`src/rtl/mem_wb_skid_reg.sv`:
```
// MEM->WB pipeline register with valid/ready handshake, freeze, flush and an
// optional 2-entry skid buffer that keeps in_ready off the out_ready path.
module mem_wb_skid_reg #(
    parameter int unsigned DATA_W = 32,
    parameter int unsigned DEST_W = 4,
    parameter int unsigned SKID   = 1
) (
    input  logic              clk,
    input  logic              rst,
    input  logic              flush,
    input  logic              freeze,
    input  logic              in_valid,
    output logic              in_ready,
    input  logic              in_mem_r_en,
    input  logic              in_wb_en,
    input  logic [DEST_W-1:0] in_dest,
    input  logic [DATA_W-1:0] in_alu_res,
    input  logic [DATA_W-1:0] in_mem_data,
    output logic              out_valid,
    input  logic              out_ready,
    output logic              out_mem_r_en,
    output logic              out_wb_en,
    output logic [DEST_W-1:0] out_dest,
    output logic [DATA_W-1:0] out_alu_res,
    output logic [DATA_W-1:0] out_mem_data,
    output logic [1:0]        count
);

    localparam int unsigned BW = 2 + DEST_W + 2 * DATA_W;

    localparam logic [1:0] ST_EMPTY = 2'd0;
    localparam logic [1:0] ST_ONE   = 2'd1;
    localparam logic [1:0] ST_FULL  = 2'd2;

    logic [1:0]    state;
    logic [BW-1:0] in_beat;
    logic [BW-1:0] h_beat;
    logic [BW-1:0] s_beat;
    logic          h_valid;
    logic          s_valid;
    logic          acc;
    logic          pop;

    assign in_beat = {in_mem_r_en, in_wb_en, in_dest, in_alu_res, in_mem_data};
    assign h_valid = (state != ST_EMPTY);
    assign s_valid = (state == ST_FULL);

    generate
        if (SKID != 0) begin : g_skid
            assign in_ready = ~s_valid & ~freeze;
        end else begin : g_single
            assign in_ready = (~h_valid | out_ready) & ~freeze;
        end
    endgenerate

    assign acc = in_valid & in_ready & ~flush;
    assign pop = h_valid & out_ready & ~freeze & ~flush;

    // State doubles as the occupancy count; FULL is unreachable when SKID=0
    // because in_ready then blocks an accept without a simultaneous pop.
    always_ff @(posedge clk or posedge rst) begin
        if (rst) begin
            state  <= ST_EMPTY;
            h_beat <= '0;
            s_beat <= '0;
        end else if (flush) begin
            state <= ST_EMPTY;
        end else if (!freeze) begin
            case (state)
                ST_EMPTY: begin
                    if (acc) begin
                        h_beat <= in_beat;
                        state  <= ST_ONE;
                    end
                end
                ST_ONE: begin
                    if (acc && pop) begin
                        h_beat <= in_beat;
                    end else if (acc) begin
                        s_beat <= in_beat;
                        state  <= ST_FULL;
                    end else if (pop) begin
                        state <= ST_EMPTY;
                    end
                end
                ST_FULL: begin
                    if (pop) begin
                        h_beat <= s_beat;
                        state  <= ST_ONE;
                    end
                end
                default: state <= ST_EMPTY;
            endcase
        end
    end

    assign out_valid    = h_valid;
    assign out_mem_r_en = h_beat[BW-1] & h_valid;
    assign out_wb_en    = h_beat[BW-2] & h_valid;
    assign out_dest     = h_beat[2*DATA_W +: DEST_W];
    assign out_alu_res  = h_beat[DATA_W +: DATA_W];
    assign out_mem_data = h_beat[DATA_W-1:0];
    assign count        = state;

endmodule

```
`config.mk`:
```
export PLATFORM = sky130hd
export DESIGN_NAME = mem_wb_skid_reg
export DESIGN_NICKNAME = d
export VERILOG_FILES = /design/src/rtl/mem_wb_skid_reg.sv
export SDC_FILE = /design/constraint.sdc
export NUM_CORES = 1
export LEC_CHECK = 0
export ABC_CLOCK_PERIOD_IN_PS = 5500
export BUFFER_PORTS_ARGS = -buffer_cell sky130_fd_sc_hd__buf_2
export CAP_MARGIN = 20
export CORE_UTILIZATION = 47
export CTS_BUF_LIST = sky130_fd_sc_hd__clkbuf_8
export CTS_CLUSTER_DIAMETER = 100
export DETAILED_ROUTE_END_ITERATION = 8
export GPL_TIMING_DRIVEN = 0
export PLACE_DENSITY = 0.7
export SKIP_CTS_REPAIR_TIMING = 1
export SKIP_LAST_GASP = 1
export SYNTH_ARGS = -nofsm -noshare
export SYNTH_HDL_FRONTEND = slang
export SYNTH_SLANG_ARGS = --single-unit
```
`constraint.sdc`:
```
create_clock -name clk -period 5.5 [get_ports clk]
set_input_delay 1.375 -clock clk [delete_from_list [all_inputs] [get_ports clk]]
set_output_delay 1.375 -clock clk [all_outputs]
set_load 0.05 [all_outputs]
```
**Word-level counts from Yosys, hierarchy flattened**

Index checks and enable logic that the tools add are counted.

- Add/sub/neg operators: 0
- Multipliers: 0
- Div/mod/pow operators: 0
- Magnitude comparators: 0
- Equality and inequality tests: 10
- Shift operators: 0
- Muxes and demuxes: 12
- Bitwise logic cells: 12
- Reduce and logical (&&, ||, !) cells: 7

Operators with widths:

| operator | number |
|---|---|
| 70-bit 2-to-1 mux | 3 |
| 70-bit one-hot mux with 3 select lines | 1 |
| 2-bit 2-to-1 mux | 7 |
| 5-bit AND reduction | 2 |
| 1-bit AND | 8 |
| 2-bit != test (second input constant) | 3 |
| 3-bit != test (second input constant) | 2 |
| 2-bit one-hot mux with 3 select lines | 1 |
| 6-bit AND reduction | 1 |
| 4-bit != test (second input constant) | 1 |
| 1-bit inverter | 4 |
| 3-bit by 2-bit != test with 1-bit output (second input constant) | 1 |
| 3-bit nonzero test | 1 |
| 2-bit by 1-bit == test with 1-bit output (second input constant) | 1 |
| 2-bit == test (second input constant) | 1 |
| 2-bit logical NOT | 1 |
| 2-bit by 1-bit != test with 1-bit output (second input constant) | 1 |
| 2-bit nonzero test | 1 |
| 1-bit logical AND | 1 |

- Bits in registers: 142
- Bits in latches: 0
- RAM bits: 0
- ROM bits: 0
- Input port bits: 76
- Output and inout bits: 74
- Word-level logic and storage cells: 44
- Memories: 0

**Logic depth before layout (Yosys ltp)**

- Word-level depth: 10
- Depth in mapped cells: 5
- Depth with buffers taken out: 3

**Worst setup path before layout**

No wires, ideal clock.

- Path kind: input -> output
- Start point: input port freeze
- End point: output port in_ready
- Data arrival time: 1834 ps
- Data required time: 4125 ps
- Setup slack: 2291 ps
- Cell stages on the path: 2
- Path buffers: 0
- Path through: inv_1 > and2_1

- Cells in the longest elaborated chain, start to end: 2

RTL lines:

| item | RTL line | text |
|---|---|---|
| start, declared | 11 | `input logic freeze,` |
| 1-bit inverter (no source line) | n/a |  |
| 1-bit AND | 50 | `assign in_ready = ~s_valid & ~freeze;` |
| end, declared | 13 | `output logic in_ready,` |

No other way between the ends.

**Worst setup path in the final report**

- Start point: register state[0], in the netlist count[0]
- End point: output port in_ready

- Cells in the longest elaborated chain, start to end: 3

RTL lines:

| item | RTL line | text |
|---|---|---|
| start, declared | 35 | `logic [1:0] state;` |
| start signal, assigned | 63 | `state <= ST_EMPTY;` |
| start signal, assigned | 67 | `state <= ST_EMPTY;` |
| start signal, assigned | 73 | `state <= ST_ONE;` |
| 2-bit == test | 46 | `assign s_valid = (state == ST_FULL);` |
| 1-bit inverter | 50 |  |
| 1-bit AND | 50 |  |

No other way between the ends.

==> impl_metrics.yaml <==
status:
  outcome: "finished, final reports clean"
synthesis:
  ys_top_cells_by_count: "142 x dfrtp_1, 116 x mux2_2, 70 x mux2_4"
  synthArstFlopShare_pct: 100
  synth_flop_cell: "dfrtp_1"
  yosys_warnings: 0
  synth_top_cell_area_share_pct: 50.4
  syn_area_per_cell_um2: 15.1
  yosysMostFrequentCell: "dfrtp_1"
  post_synth_num_cell_types: 22
  synthCells: 466
  yosys.area.top_type: "dfrtp_1"
  synth_edf_count: 0
  ys_seq_elements: 142
  syn_nets: 542
  syn_area_um2: 7040
  synthTopCellsByArea: "dfrtp_1 50%, mux2_2 19%, mux2_4 15%"
  ys_seq_area_share_pct: 50.4
drt:
  drc: 0
  wl_per_cell_um: 16.1
  vias: 4121
  antenna_left: 0
  routed_wl_um: 13400
  drtIter0Drc: 133
  vias_per_cell: 4.95
  dr.pass1.iters: 4
placed_design:
  hpwl_um: 9270
  placed_area_um2: 8050
  finalWeightedCongestion: 0.705
  io_buffers: 149
min_path:
  holdCritPathClass: "reg -> reg"
  min_from: "h_beat[63]"
critical_path:
  critPathKind: "reg -> out"
  critPathCapture: "in_ready"
  r2r-start: "count[1]"
  r2r_setup_slack_ps: 3240
  cp_max_fo: 10
  cp.required_ps: 4120
  crit_path_end_kind: "output pin"
  worstRegToRegCells: 5
  start_kind: "flop"
  arrival_ps: 2210
  critPathLaunch: "count[0]"
  r2r_end: "h_beat[30]"
clocking:
  cts_tree: "yes"
  clk_path_buf_depth: 2
  clock-sinks: 142
  cts_buffers: 17
  root_buffer: "clkbuf_8"
  clkTransAtPathRegs_ps: 80
  h-tree-depth: 4
  insertion_delay_ps: 450
floorplanning:
  die_w_um: 124
  io_pins: 150
  dieArea_um2: 15500
  core_area_um2: 14600
  start_util_pct: 48.3
  die-height_um: 124
  rows: 44
cells_and_area:
  area_growth_pct: 19.5
  fin_area_um2: 8420
  drive_gt1_share_pct: 70.5
  nets: 711
timing:
  rsz0062_at_grt: "no"
  worst_pin_slew_ps: 1010
  drv_slew: 0
  skew_ps: 8.39
  hold_viol: 0
  slew_headroom_pct: 32.4
  whs_ps: 486
  period_share_pct: 65.2
  post-route-min-period_ps: 3590
  finalSetupViolCount: 0
  max_freq_mhz: 279
power_and_ir_drop:
  powerDensity_nw_per_um2: 391
  peakVddDrop_mv: 0.225
  p_leak_nw: 4.12
global_routing:
  track_usage_pct: 19.1
  grt_max_degree: 81
  grt_pass1_vias: 4519
  grt_pass1_wl_um: 23200
  grt_antenna_before_repair: 0
  grt_overflow: 0
job:
  max-cap-violations: 0
layer usage:
metal  vias to the layer above  share of wire, %  track usage, %
li1                       1898                 -               -
met5                         -                 0               0
met2                       111                49            31.7
met4                         0               2.0            7.02
met1                      2086                44            23.1
met3                        26               5.6            6.19
logic make-up after synthesis:
kind of cell,share of synthesized area [%]
buffers and inverters,10.0
and+or+nand+nor,1.56
xor gates and xnor gates,0.124
AOI/OAI and AO/OA,0.408
muxes,37.5
DFF,50.4
sequential cells by signal, summed over array words and instances (netlist names):
register	count
count	2
h_beat	70
s_beat	70
cells in the final DEF, fill, tap and decap left out:
master,synthesis,layout
xnor2_1,1,1
and2_1,3,3
dfrtp_1,142,142
bufinv_16,0,2
buf_4,68,68
diode_2,0,1
clkbuf_1,2,2
buf_2,14,163
mux2_4,70,70
nand2b_4,2,2
clkinv_2,0,6
nor3_1,2,2
a21oi_1,3,3
inv_6,0,1
nor4b_1,1,1
inv_1,3,8
mux2_1,25,25
a22o_1,1,1
nor4_4,1,1
nor2_1,1,1
o21ai_0,1,1
mux2_2,116,116
buf_16,0,1
or2_2,1,1
or3_2,1,1
clkbuf_8,0,18
buf_8,7,7
nand2b_1,1,1
metrics by stage:
step	util [%]	TNS [ps]	power [mW]	std cells	worst slack [ps]
3_3_place_gp	55.0	-179130	2.51	799	-1270
3_5_place_dp	55.2	0	2.54	800	2150
6_report	57.7	0	3.29	833	1910
2_1_floorplan	-	0	2.31	466	315
5_1_grt	57.7	0	3.46	832	1690
4_1_cts	57.7	0	3.33	832	1800
worst max-delay path, stage by stage, from the launching register on:
cell and delay, ps:
dfrtp_1 480, nand2b_1 140, clkbuf_1 370, buf_2 340, and2_1 180, buf_2 260
report_power, final:
| group | switching, mW | internal (mW) | leakage, nW |
|---|---|---|---|
| clock network | 0.378 | 0.399 | 0.213 |
| logic | 0.644 | 0.487 | 2.14 |
| registers | 0.118 | 1.27 | 1.77 |
area by class of cell:
cell class,count,area [um2]
fill,1152,6170
sequential,142,3550
multi-input combinational,230,2790
timing repair buffer,150,773
buffer,91,693
clock buffer,18,248
tap,184,230
clock inverter,14,113
inverter,3,16.3
antenna,1,2.50
how the worst min path moves through the flow:
stage,slack [ps],cells after the start,to
finish,490,1,h_beat[63]
global route,510,1,h_beat[57]
CTS,490,1,h_beat[48]
detailed placement,480,1,h_beat[63]
global placement,470,1,h_beat[69]
floorplan,450,1,h_beat[68]
Note: power is estimated with default switching activity, not from simulation.
